### config.mk
export PLATFORM = sky130hd
export DESIGN_NAME = sram_controller
export DESIGN_NICKNAME = d
export VERILOG_FILES = /design/src/rtl/sram_controller.sv
export SDC_FILE = /design/constraint.sdc
export NUM_CORES = 1
export LEC_CHECK = 0
export CAP_MARGIN = 20
export CORE_AREA = 2 2 76 78
export DETAILED_ROUTE_END_ITERATION = 8
export DIE_AREA = 0 0 78 80
export DONT_BUFFER_PORTS = 1
export GPL_TIMING_DRIVEN = 0
export PLACE_DENSITY = 0.83
export SYNTH_ARGS = -nofsm -noshare
export SYNTH_HDL_FRONTEND = slang
export SYNTH_SLANG_ARGS = --single-unit
### constraint.sdc
create_clock -name clk -period 4.9 [get_ports clk]
set_input_delay 0.49 -clock clk [delete_from_list [all_inputs] [get_ports clk]]
set_output_delay 0.49 -clock clk [all_outputs]
set_load 0.05 [all_outputs]
### src/rtl/sram_controller.sv
// sram_controller
//   Multi-cycle bridge from the MEM stage to a 16-bit asynchronous SRAM.
//   Each 32-bit load or store becomes two half-word accesses, low half first.
//   Each half-word phase holds the bus for WAIT_CYCLES cycles. o_Ready drops
//   while an access is in flight, and the top level uses it to freeze the
//   pipeline.
//
// Ports
//   clk, reset                  rising-edge clock, synchronous active-high reset
//   i_Sig_Memory_Read_Enable    load request
//   i_Sig_Memory_Write_Enable   store request (wins when both are set)
//   i_Address                   word-aligned byte address
//   i_Write_Data                store data
//   o_Read_Data                 load result; holds until the next read capture
//   o_Ready                     0 = access in progress
//   o_SRAM_Address              half-word address onto the SRAM
//   i_SRAM_DQ / o_SRAM_DQ       SRAM data bus, read and write paths
//   o_SRAM_DQ_Oe                1 = drive o_SRAM_DQ onto the pad
//   o_SRAM_WE_N / o_SRAM_OE_N   active-low write strobe / output enable
module sram_controller #(
    parameter int WAIT_CYCLES     = 2,
    parameter int ADDR_BASE       = 1024,
    parameter int SRAM_ADDR_WIDTH = 18
) (
    input  logic                       clk,
    input  logic                       reset,
    input  logic                       i_Sig_Memory_Read_Enable,
    input  logic                       i_Sig_Memory_Write_Enable,
    input  logic [31:0]                i_Address,
    input  logic [31:0]                i_Write_Data,
    output logic [31:0]                o_Read_Data,
    output logic                       o_Ready,
    output logic [SRAM_ADDR_WIDTH-1:0] o_SRAM_Address,
    input  logic [15:0]                i_SRAM_DQ,
    output logic [15:0]                o_SRAM_DQ,
    output logic                       o_SRAM_DQ_Oe,
    output logic                       o_SRAM_WE_N,
    output logic                       o_SRAM_OE_N
);

    localparam int CW = (WAIT_CYCLES > 1) ? $clog2(WAIT_CYCLES) : 1;
    localparam int WW = SRAM_ADDR_WIDTH - 1;
    localparam logic [CW-1:0] LAST = CW'(WAIT_CYCLES - 1);

    typedef enum logic [1:0] {IDLE, LOW, HIGH, DONE} state_t;

    state_t        state;
    state_t        state_next;
    logic [CW-1:0] cnt;
    logic [WW-1:0] word_idx;
    logic [31:0]   wdata;
    logic          op_write;
    logic          req;
    logic          in_phase;
    logic          phase_last;

    always_comb begin
        req        = i_Sig_Memory_Read_Enable | i_Sig_Memory_Write_Enable;
        in_phase   = (state == LOW) || (state == HIGH);
        phase_last = (cnt == LAST);
    end

    always_comb begin
        state_next = state;
        case (state)
            IDLE:    if (req) state_next = LOW;
            LOW:     if (phase_last) state_next = HIGH;
            HIGH:    if (phase_last) state_next = DONE;
            DONE:    state_next = IDLE;
            default: state_next = IDLE;
        endcase
    end

    always_ff @(posedge clk) begin
        if (reset) begin
            state       <= IDLE;
            cnt         <= '0;
            o_Read_Data <= '0;
        end else begin
            state <= state_next;
            // The counter restarts from zero whenever the state changes.
            if (state_next != state || !in_phase)
                cnt <= '0;
            else
                cnt <= cnt + CW'(1);
            if (in_phase && phase_last && !op_write) begin
                if (state == LOW)
                    o_Read_Data[15:0] <= i_SRAM_DQ;
                else
                    o_Read_Data[31:16] <= i_SRAM_DQ;
            end
        end
    end

    // The request is latched so the access does not depend on the frozen inputs.
    // Only the low word-index bits that reach the SRAM bus are kept, so
    // out-of-range addresses wrap.
    always_ff @(posedge clk) begin
        if (state == IDLE && req) begin
            word_idx <= WW'((i_Address - 32'(ADDR_BASE)) >> 2);
            wdata    <= i_Write_Data;
            op_write <= i_Sig_Memory_Write_Enable;
        end
    end

    always_comb begin
        o_Ready        = ((state == IDLE) && !req) || (state == DONE);
        o_SRAM_Address = '0;
        o_SRAM_DQ      = '0;
        o_SRAM_DQ_Oe   = 1'b0;
        o_SRAM_WE_N    = 1'b1;
        o_SRAM_OE_N    = 1'b1;
        if (in_phase) begin
            o_SRAM_Address = {word_idx, state == HIGH};
            if (op_write) begin
                o_SRAM_DQ_Oe = 1'b1;
                o_SRAM_DQ    = (state == HIGH) ? wdata[31:16] : wdata[15:0];
                // WE_N is released on the last phase cycle, so the strobe
                // rises while the address is still stable.
                o_SRAM_WE_N  = phase_last;
            end else begin
                o_SRAM_OE_N  = 1'b0;
            end
        end
    end

endmodule
==> results of run 1 <==
[cell families (layout without fill, tap and decap cells)]
kind of cell	Yosys count	after routing	share of synthesized area, %
adder cells (fa/ha/maj)	7	7	2.569
AO/OA/AOI/OAI	39	39	6.092
AND/OR/NAND/NOR	127	127	17.25
buffers and inverters	23	40	3.266
flip-flops	85	85	64.59
XOR/XNOR	6	6	1.541
multiplexers	16	16	4.697
[cell usage in the layout (no fill, tap or decap), drive strengths merged, types with 3 or more instances in the layout]
master | Yosys | final
a21oi | 34 | 34
and2 | 17 | 17
buf | 9 | 10
clkbuf | 7 | 16
clkinv | 0 | 5
dfxtp | 35 | 35
edfxtp | 50 | 50
ha | 7 | 7
inv | 7 | 7
mux2i | 16 | 16
nand2 | 69 | 69
nand3 | 3 | 3
nor2 | 21 | 21
nor4 | 3 | 3
xnor2 | 4 | 4
[power breakdown]
part           internal [mW]  switching, mW
combinational         0.0494          0.208
sequential             0.829         0.0263
clock                  0.185          0.245
total                   1.06          0.479
[cells in the mapped netlist, types with 2 or more instances]
cell | n | area share (%)
sky130_fd_sc_hd__nand4b_1 | 2 | 0.51
sky130_fd_sc_hd__dfxtp_1 | 35 | 21
sky130_fd_sc_hd__nor2_1 | 21 | 2.3
sky130_fd_sc_hd__mux2i_1 | 16 | 4.7
sky130_fd_sc_hd__nor2b_1 | 2 | 0.37
sky130_fd_sc_hd__nand2b_1 | 2 | 0.37
sky130_fd_sc_hd__xor2_1 | 2 | 0.51
sky130_fd_sc_hd__ha_1 | 7 | 2.6
sky130_fd_sc_hd__xnor2_1 | 4 | 1.0
sky130_fd_sc_hd__nor4_1 | 3 | 0.55
sky130_fd_sc_hd__buf_4 | 3 | 0.66
sky130_fd_sc_hd__nand2_1 | 69 | 7.6
sky130_fd_sc_hd__and2_1 | 17 | 3.1
sky130_fd_sc_hd__a21oi_1 | 34 | 5.0
sky130_fd_sc_hd__nand3_1 | 3 | 0.44
sky130_fd_sc_hd__inv_1 | 7 | 0.77
sky130_fd_sc_hd__edfxtp_1 | 50 | 44
sky130_fd_sc_hd__buf_2 | 5 | 0.73
sky130_fd_sc_hd__clkbuf_1 | 7 | 0.77
[state kept, by name, indices dropped and copies added, names as in the netlist]
register,count
word_idx,17
cnt,1
o_Read_Data,32
state,2
wdata,32
op_write,1
[worst max-delay path: cells and delay by family, from the launching register on]
family / cells / cell delay [ns]
DFF: 1 / 0.36
muxes: 1 / 0.10
adders and majority gates: 1 / 0.53
buffers and inverters: 3 / 0.81
and+or+nand+nor: 1 / 0.69
[cell type report]
cell class | count | area (um^2) | share of cell area [%]
well taps | 72 | 90.09 | 2.432
inverters | 7 | 26.28 | 0.7095
plain buffers | 16 | 85.08 | 2.297
flip-flops and latches | 85 | 2202 | 59.46
repair buffers | 1 | 20.02 | 0.5405
clock inverters | 7 | 52.55 | 1.419
clock buffers | 9 | 123.9 | 3.345
multi-input cells | 195 | 1104 | 29.80
[worst max-delay path by stage]
stage	depth (start not counted)	from	end	slack, ns
final	6	state[0]$_SDFF_PP0_	o_SRAM_DQ[13]	1.58
after CTS	6	state[0]$_SDFF_PP0_	o_SRAM_DQ[13]	1.57
after global routing	6	state[0]$_SDFF_PP0_	o_SRAM_DQ[12]	1.43
after floorplan	3	state[0]$_SDFF_PP0_	op_write$_DFFE_PP_	1.55
after detailed placement	6	state[0]$_SDFF_PP0_	o_SRAM_DQ[13]	1.96
after global placement	3	state[0]$_SDFF_PP0_	wdata[23]$_DFFE_PP_	0.78
[routing by layer]
| layer | track usage, % | vias to the layer above |
|---|---|---|
| li1 | - | 1058 |
| met1 | 23.15 | 1006 |
| met2 | 35.78 | 104 |
| met3 | 9.615 | 9 |
| met4 | 8.772 | 2 |
| met5 | 0 | - |
==> flow_summary.html, run 1 <==
<table>
<tr><th>Metric</th><th>Value</th></tr>
<tr><th colspan="2">Outcome</th></tr>
<tr><td>Status</td><td>finished, final reports clean</td></tr>
<tr><th colspan="2">Critical path</th></tr>
<tr><td>Worst reg2reg startpoint</td><td>state[0]$_SDFF_PP0_</td></tr>
<tr><td>Number of cell instances on the worst register-to-register path</td><td>4</td></tr>
<tr><td>Crit path arrival time</td><td>2.83 ns</td></tr>
<tr><td>Required time reported for the critical path endpoint</td><td>4.41 ns</td></tr>
<tr><td>Endpoint of the most critical register-to-register path</td><td>wdata[7]$_DFFE_PP_</td></tr>
<tr><td>Series of cell instances along the critical path</td><td>inv_1 &gt; ha_1 &gt; buf_2 &gt; buf_4 &gt; mux2i_1 &gt; nor2_1</td></tr>
<tr><td>Maximum net fanout on the critical path</td><td>10</td></tr>
<tr><td>Critical path startpoint category</td><td>flop</td></tr>
<tr><td>Crit-path slowest cell</td><td>sky130_fd_sc_hd__nor2_1</td></tr>
<tr><td>Stage delay of the slowest cell on the critical path</td><td>0.69 ns</td></tr>
<tr><td>Critical Path Sink Type</td><td>output port</td></tr>
<tr><td>Flop-to-flop setup slack</td><td>3.04 ns</td></tr>
<tr><td>CP Class</td><td>flop to output port</td></tr>
<tr><th colspan="2">Min path</th></tr>
<tr><td>Worst hold start</td><td>i_Address[5]</td></tr>
<tr><td>Worst min-delay path endpoint</td><td>word_idx[3]$_DFFE_PP_</td></tr>
<tr><td>Cell depth of the worst min-delay path</td><td>0</td></tr>
<tr><td>Worst min-delay path class</td><td>input port to flop</td></tr>
<tr><th colspan="2">Timing</th></tr>
<tr><td>Fraction of the cycle the final worst path needs</td><td>67.71%</td></tr>
<tr><td>Worst path setup slack after routing</td><td>1.582 ns</td></tr>
<tr><td>Total count of hold-check failures in the final report</td><td>0</td></tr>
<tr><td>Worst clock skew</td><td>0.01019 ns</td></tr>
<tr><td>Total negative setup slack</td><td>0 ns</td></tr>
<tr><td>Count of endpoints failing setup in the final report</td><td>0</td></tr>
<tr><td>Worst-case headroom to the max-slew limit</td><td>39.02%</td></tr>
<tr><td>Post-layout min period</td><td>3.318 ns</td></tr>
<tr><td>Tightest Pin Transition</td><td>0.9113 ns</td></tr>
<tr><td>Max Slew Vio Count</td><td>0</td></tr>
<tr><td>RSZ-0062 raised after global routing</td><td>no</td></tr>
<tr><td>Hold slack</td><td>0.2423 ns</td></tr>
<tr><td>Max frequency</td><td>0.3014 GHz</td></tr>
<tr><th colspan="2">Global route</th></tr>
<tr><td>Remaining global-route overflow</td><td>0</td></tr>
<tr><td>Number of global-route vias before repair</td><td>2080</td></tr>
<tr><td>Initial antenna violation count</td><td>1</td></tr>
<tr><td>Total Routing Usage GR</td><td>21.15%</td></tr>
<tr><td>Pin count of the biggest net entering global routing</td><td>35</td></tr>
<tr><td>Wire length of the first global-routing pass</td><td>10.07 mm</td></tr>
<tr><th colspan="2">Clocking</th></tr>
<tr><td>Root buffer selected by CTS</td><td>sky130_fd_sc_hd__clkbuf_8</td></tr>
<tr><td>Clock latency reported for the late side of the worst-skew pair</td><td>0.34 ns</td></tr>
<tr><td>TritonCTS clock tree</td><td>built</td></tr>
<tr><td>Worst-path clk slew</td><td>0.09 ns</td></tr>
<tr><td>CTS buffer count</td><td>9</td></tr>
<tr><td>Post-CTS resize count</td><td>0</td></tr>
<tr><td>Post-CTS setup buffer count</td><td>0</td></tr>
<tr><td>Number of levels in the clock H-tree</td><td>3</td></tr>
<tr><td>CTS Hold Bufs</td><td>0</td></tr>
<tr><td>Clock Path Buffers</td><td>2</td></tr>
<tr><td>Number of sinks handled by clock tree synthesis</td><td>85</td></tr>
<tr><th colspan="2">Layout</th></tr>
<tr><td>Util after Layout</td><td>68.52%</td></tr>
<tr><td>Fraction of layout cells with a size suffix above 1</td><td>9.063%</td></tr>
<tr><td>Ant. Diodes</td><td>0</td></tr>
<tr><td>Final standard cell area without fillers</td><td>3704 um^2</td></tr>
<tr><td>Number of cells in the finished layout apart from fillers</td><td>392</td></tr>
<tr><td>Post-layout net count</td><td>406</td></tr>
<tr><td>Number of inserted filler cells in the final layout</td><td>402</td></tr>
<tr><td>Area overhead of the layout relative to synthesis</td><td>8.624%</td></tr>
<tr><th colspan="2">Synth</th></tr>
<tr><td>Instance count of the mapped netlist</td><td>303</td></tr>
<tr><td>Sequential cell area fraction in the yosys report</td><td>64.59%</td></tr>
<tr><td>Netlist cell types</td><td>33</td></tr>
<tr><td>Dominant register cell in the synthesized netlist</td><td>sky130_fd_sc_hd__edfxtp_1</td></tr>
<tr><td>Syn_area_per_cell</td><td>11.25 um^2</td></tr>
<tr><td>Async SR Flop Fraction</td><td>0%</td></tr>
<tr><td>Netlist Area Pre-Place</td><td>3410 um^2</td></tr>
<tr><td>Net count after synthesis</td><td>394</td></tr>
<tr><td>Seq cells post-synth</td><td>85</td></tr>
<tr><td>Number of warnings reported in the yosys synthesis log</td><td>0</td></tr>
<tr><td>Number of synthesized flops with an enable pin</td><td>50</td></tr>
<tr><th colspan="2">Detailed routing</th></tr>
<tr><td>Antenna violation net count after detailed routing</td><td>0</td></tr>
<tr><td>Highest routing layer actually used</td><td>met5</td></tr>
<tr><td>Remaining design rule violation count</td><td>0</td></tr>
<tr><td>Total wire length</td><td>6.545 mm</td></tr>
<tr><td>Detail Route met2 WL</td><td>3.293 mm</td></tr>
<tr><td>First DRT Iteration DRCs</td><td>94</td></tr>
<tr><td>Sum of met3 wire segment lengths after detailed routing</td><td>704 um</td></tr>
<tr><td>Routed length per placed instance</td><td>16.70 um</td></tr>
<tr><td>Number of vias in the routed layout</td><td>2179</td></tr>
<tr><td>First-pass detailed-route iteration total</td><td>6</td></tr>
<tr><td>Vias/cell</td><td>5.559</td></tr>
<tr><td>Wire length the detailed router placed on met1</td><td>2.455 mm</td></tr>
<tr><th colspan="2">Die</th></tr>
<tr><td>Total core area</td><td>5405 um^2</td></tr>
<tr><td>Initial core utilization</td><td>63.08%</td></tr>
<tr><td>Boundary pin count</td><td>154</td></tr>
<tr><td>Die boundary height</td><td>80 um</td></tr>
<tr><td>Die outline area</td><td>6240 um^2</td></tr>
<tr><td>Cell Rows</td><td>27</td></tr>
<tr><td>Die width</td><td>78 um</td></tr>
<tr><th colspan="2">Place</th></tr>
<tr><td>Inst Count DP</td><td>376</td></tr>
<tr><td>Post-placement cell area</td><td>3527 um^2</td></tr>
<tr><td>Setup WS pre-CTS</td><td>1.960 ns</td></tr>
<tr><td>Weighted congestion at the end of routability-driven global placement</td><td>0.8215</td></tr>
<tr><td>Input/output buffers</td><td>0</td></tr>
<tr><td>Half-perimeter wire length after placement</td><td>4.979 mm</td></tr>
<tr><th colspan="2">Power</th></tr>
<tr><td>Power Density</td><td>416.4 nW/um^2</td></tr>
<tr><td>Leakage</td><td>1.279 nW</td></tr>
<tr><td>Sum of internal, switching and leakage power</td><td>1.542 mW</td></tr>
<tr><td>Maximum vdd drop</td><td>339.1 uV</td></tr>
<tr><th colspan="2">Flow run</th></tr>
<tr><td>Max-cap viol count</td><td>0</td></tr>
</table>
(Power assumes the default switching activity.)
==> run 2, diff against run 1 <==
--- a/config.mk
+++ b/config.mk
@@ -6,12 +6,12 @@
 export NUM_CORES = 1
 export LEC_CHECK = 0
 export CAP_MARGIN = 20
-export CORE_AREA = 2 2 76 78
+export CORE_AREA = 2 2 78 80
 export DETAILED_ROUTE_END_ITERATION = 8
-export DIE_AREA = 0 0 78 80
+export DIE_AREA = 0 0 80 82
 export DONT_BUFFER_PORTS = 1
 export GPL_TIMING_DRIVEN = 0
-export PLACE_DENSITY = 0.83
+export PLACE_DENSITY = 0.8
 export SYNTH_ARGS = -nofsm -noshare
 export SYNTH_HDL_FRONTEND = slang
 export SYNTH_SLANG_ARGS = --single-unit
==> constraint.sdc (replaced) <==
create_clock -name clk -period 3.1 [get_ports clk]
set_input_delay 0.31 -clock clk [delete_from_list [all_inputs] [get_ports clk]]
set_output_delay 0.31 -clock clk [all_outputs]
set_load 0.05 [all_outputs]
==> run 2 against run 1 <==
  * Die area grew 5.1%
  * Cell area grew 0.74%
  * Non-clock buffer count is the same
  * First-iteration DRC count shrank 12%
  * Total power grew 59%
  * Clock power grew 57%
==> flow_summary.html, run 2 (same netlist as run 1, synthesis figures left out) <==
<table>
<tr><th>Metric</th><th>Value</th></tr>
<tr><th colspan="2">Layout</th></tr>
<tr><td>Post-layout net count</td><td>406 (unchanged)</td></tr>
<tr><td>Leading cell type in the layout, fill and taps excluded</td><td>sky130_fd_sc_hd__nand2_1</td></tr>
<tr><td>Number of cells in the finished layout apart from fillers</td><td>395 (+0.77%)</td></tr>
<tr><td>Util after Layout</td><td>64.94% (-3.6 points)</td></tr>
<tr><td>Area overhead of the layout relative to synthesis</td><td>9.431%</td></tr>
<tr><td>Fraction of layout cells with a size suffix above 1</td><td>11.56% (+2.5 points)</td></tr>
<tr><td>Number of inserted filler cells in the final layout</td><td>458 (+14%)</td></tr>
<tr><td>Largest registers</td><td>o_Read_Data: 32 flops, wdata: 32 flops, word_idx: 17 flops</td></tr>
<tr><td>Ant. Diodes</td><td>0 (unchanged)</td></tr>
<tr><td>Most frequent cells in the layout</td><td>sky130_fd_sc_hd__nand2_1, sky130_fd_sc_hd__edfxtp_1, sky130_fd_sc_hd__dfxtp_1</td></tr>
<tr><th colspan="2">Critical path</th></tr>
<tr><td>Crit path max-delay family</td><td>buffers and inverters</td></tr>
<tr><td>Maximum net fanout on the critical path</td><td>10 (unchanged)</td></tr>
<tr><td>Worst reg2reg startpoint</td><td>state[0]$_SDFF_PP0_</td></tr>
<tr><td>Crit-path slowest cell</td><td>sky130_fd_sc_hd__ha_1</td></tr>
<tr><td>Flop-to-flop setup slack</td><td>1.15 ns (-1.89 ns)</td></tr>
<tr><td>CP Class</td><td>flop to output port</td></tr>
<tr><td>Critical Path Sink Type</td><td>output port</td></tr>
<tr><td>Crit path arrival time</td><td>2.64 ns (-0.19 ns)</td></tr>
<tr><td>Endpoint of the most critical register-to-register path</td><td>word_idx[9]$_DFFE_PP_</td></tr>
<tr><td>Stage delay of the slowest cell on the critical path</td><td>0.52 ns (-0.17 ns)</td></tr>
<tr><td>Number of buffer and inverter instances along the worst setup path</td><td>3 (unchanged)</td></tr>
<tr><td>Required time reported for the critical path endpoint</td><td>2.79 ns (-1.62 ns)</td></tr>
<tr><td>Critical path startpoint category</td><td>flop</td></tr>
<tr><td>Number of cell instances on the worst register-to-register path</td><td>4 (unchanged)</td></tr>
<tr><td>Series of cell instances along the critical path</td><td>inv_1 &gt; ha_1 &gt; buf_2 &gt; buf_4 &gt; mux2i_1 &gt; nor2_2</td></tr>
<tr><th colspan="2">Die</th></tr>
<tr><td>Total core area</td><td>5746 um^2 (+6.3%)</td></tr>
<tr><td>Die boundary height</td><td>82 um (+2.5%)</td></tr>
<tr><td>Die outline area</td><td>6560 um^2 (+5.1%)</td></tr>
<tr><td>Cell Rows</td><td>28 (+3.7%)</td></tr>
<tr><td>Initial core utilization</td><td>59.34% (-3.7 points)</td></tr>
<tr><td>Boundary pin count</td><td>154 (unchanged)</td></tr>
<tr><td>Die width</td><td>80 um (+2.6%)</td></tr>
<tr><th colspan="2">Clocking</th></tr>
<tr><td>CTS Hold Bufs</td><td>0 (unchanged)</td></tr>
<tr><td>Clock Path Buffers</td><td>2 (unchanged)</td></tr>
<tr><td>Root buffer selected by CTS</td><td>sky130_fd_sc_hd__clkbuf_8</td></tr>
<tr><td>Number of sinks handled by clock tree synthesis</td><td>85 (unchanged)</td></tr>
<tr><td>Clock latency reported for the late side of the worst-skew pair</td><td>0.35 ns (about the same)</td></tr>
<tr><td>Number of levels in the clock H-tree</td><td>3 (unchanged)</td></tr>
<tr><td>TritonCTS clock tree</td><td>built</td></tr>
<tr><td>CTS buffer count</td><td>9 (unchanged)</td></tr>
<tr><td>Worst-path clk slew</td><td>0.08 ns (about the same)</td></tr>
<tr><th colspan="2">Power</th></tr>
<tr><td>Sum of internal, switching and leakage power</td><td>2.447 mW (+59%)</td></tr>
<tr><td>Proportion of power drawn by combinational gates</td><td>17.3% (+0.6 points)</td></tr>
<tr><td>Power Density</td><td>655.9 nW/um^2 (+57%)</td></tr>
<tr><td>Internal</td><td>1.682 mW (+58%)</td></tr>
<tr><td>Proportion of power drawn by the clock network</td><td>27.5% (-0.4 points)</td></tr>
<tr><td>Net switching power</td><td>0.7647 mW (+60%)</td></tr>
<tr><td>Proportion of total power due to net switching</td><td>31.25% (+0.19 points)</td></tr>
<tr><td>Leakage</td><td>1.271 nW (-0.66%)</td></tr>
<tr><td>Proportion of power drawn by flip-flops and latches</td><td>55.2% (-0.2 points)</td></tr>
<tr><td>Maximum vdd drop</td><td>381.3 uV (+12%)</td></tr>
<tr><th colspan="2">Detailed routing</th></tr>
<tr><td>Detail Route met2 WL</td><td>3.476 mm (+5.6%)</td></tr>
<tr><td>Highest routing layer actually used</td><td>met4</td></tr>
<tr><td>Vias/cell</td><td>5.656 (+1.7%)</td></tr>
<tr><td>Sum of met3 wire segment lengths after detailed routing</td><td>792 um (+13%)</td></tr>
<tr><td>Number of vias in the routed layout</td><td>2234 (+2.5%)</td></tr>
<tr><td>First-pass detailed-route iteration total</td><td>4 (-2)</td></tr>
<tr><td>Wire length the detailed router placed on met1</td><td>2.429 mm (-1.1%)</td></tr>
<tr><td>Routed length per placed instance</td><td>17.35 um (+3.9%)</td></tr>
<tr><td>Total wire length</td><td>6.854 mm (+4.7%)</td></tr>
<tr><td>Antenna violation net count after detailed routing</td><td>0 (unchanged)</td></tr>
<tr><td>Remaining design rule violation count</td><td>0 (unchanged)</td></tr>
<tr><td>First DRT Iteration DRCs</td><td>83 (-12%)</td></tr>
<tr><th colspan="2">Timing</th></tr>
<tr><td>Count of endpoints failing setup in the final report</td><td>0 (unchanged)</td></tr>
<tr><td>Worst-case headroom to the max-slew limit</td><td>39.49% (+0.46 points)</td></tr>
<tr><td>Tightest Pin Transition</td><td>0.9044 ns (-0.006945 ns)</td></tr>
<tr><td>RSZ-0062 raised after global routing</td><td>no</td></tr>
<tr><td>Total count of hold-check failures in the final report</td><td>0 (unchanged)</td></tr>
<tr><td>Total negative setup slack</td><td>0 ns (unchanged)</td></tr>
<tr><td>Max Slew Vio Count</td><td>0 (unchanged)</td></tr>
<tr><td>Fraction of the cycle the final worst path needs</td><td>95.22%</td></tr>
<tr><td>Post-layout min period</td><td>2.952 ns</td></tr>
<tr><td>Worst clock skew</td><td>0.006219 ns (-0.003968 ns)</td></tr>
<tr><td>Max frequency</td><td>0.3388 GHz</td></tr>
<tr><th colspan="2">Global route</th></tr>
<tr><td>Remaining global-route overflow</td><td>0 (unchanged)</td></tr>
<tr><td>Initial antenna violation count</td><td>0 (-1)</td></tr>
<tr><td>Number of global-route vias before repair</td><td>2095 (+0.72%)</td></tr>
<tr><td>Total Routing Usage GR</td><td>20.40% (-0.75 points)</td></tr>
<tr><td>Pin count of the biggest net entering global routing</td><td>28 (-20%)</td></tr>
<tr><td>Wire length of the first global-routing pass</td><td>9.853 mm (-2.1%)</td></tr>
<tr><th colspan="2">Outcome</th></tr>
<tr><td>Status</td><td>finished, final reports clean</td></tr>
<tr><th colspan="2">Flow run</th></tr>
<tr><td>Max-cap viol count</td><td>0 (unchanged)</td></tr>
<tr><th colspan="2">Min path</th></tr>
<tr><td>Cell depth of the worst min-delay path</td><td>0 (unchanged)</td></tr>
<tr><td>Worst min-delay path endpoint</td><td>wdata[30]$_DFFE_PP_</td></tr>
<tr><td>Worst hold start</td><td>i_Write_Data[30]</td></tr>
<tr><td>Worst min-delay path class</td><td>input port to flop</td></tr>
<tr><th colspan="2">Place</th></tr>
<tr><td>Inst Count DP</td><td>379 (+0.80%)</td></tr>
<tr><td>Weighted congestion at the end of routability-driven global placement</td><td>0.7582 (-7.7%)</td></tr>
<tr><td>Half-perimeter wire length after placement</td><td>5.100 mm (+2.4%)</td></tr>
<tr><td>Input/output buffers</td><td>0 (unchanged)</td></tr>
</table>
-- run 2: layout make-up --
| class | count | area, um^2 | area share [%] |
|---|---|---|---|
| flip-flops and latches | 85 | 2202 | 59.02 |
| clock inverters | 6 | 40.04 | 1.073 |
| well taps | 75 | 93.84 | 2.515 |
| plain buffers | 16 | 85.08 | 2.280 |
| clock buffers | 10 | 127.6 | 3.421 |
| inverters | 7 | 26.28 | 0.7042 |
| multi-input cells | 195 | 1129 | 30.25 |
| repair buffers | 1 | 27.53 | 0.7378 |
-- run 2: metal layers --
| metal | up-vias | GRT usage [%] |
|---|---|---|
| li1 | 1054 | - |
| met1 | 1047 | 19.48 |
| met2 | 120 | 36.00 |
| met3 | 13 | 10.00 |
| met4 | 0 | 11.02 |
| met5 | - | 0 |
-- run 2: repair_timing --
item,in CTS,in global routing
resized for setup,10,0
endpoints found under the setup margin,10,0
buffers inserted,0,0
-- run 2: stage by stage --
step,setup WS [ns],hold slack (ns),instance area (um^2)
after detailed placement,0.2919,0.4089,3538
after CTS,0.1319,0.04045,3731
after floorplan,0.5681,0.4089,3412
after global routing,0.02133,0.02722,3731
final,0.1482,0.04734,3731
after global placement,0.2578,0.4089,3506
-- run 2: worst max path at each step --
stage / slack (ns) / cells after the start / end / start
floorplan: 0.57 / 6 / o_SRAM_DQ[10] / state[0]$_SDFF_PP0_
global placement: 0.26 / 3 / word_idx[8]$_DFFE_PP_ / state[0]$_SDFF_PP0_
detailed placement: 0.29 / 6 / o_SRAM_DQ[12] / state[0]$_SDFF_PP0_
CTS: 0.13 / 6 / o_SRAM_DQ[12] / state[0]$_SDFF_PP0_
global route: 0.02 / 6 / o_SRAM_DQ[8] / state[0]$_SDFF_PP0_
finish: 0.15 / 6 / o_SRAM_DQ[12] / state[0]$_SDFF_PP0_
-- run 2: power groups by stage --
stage	sequential [mW]	clock, mW	combinational, mW
global route	1.36	0.735	0.447
detailed placement	1.38	0	0.416
global placement	1.38	0	0.391
finish	1.35	0.673	0.423
floorplan	1.37	0	0.351
CTS	1.35	0.682	0.426
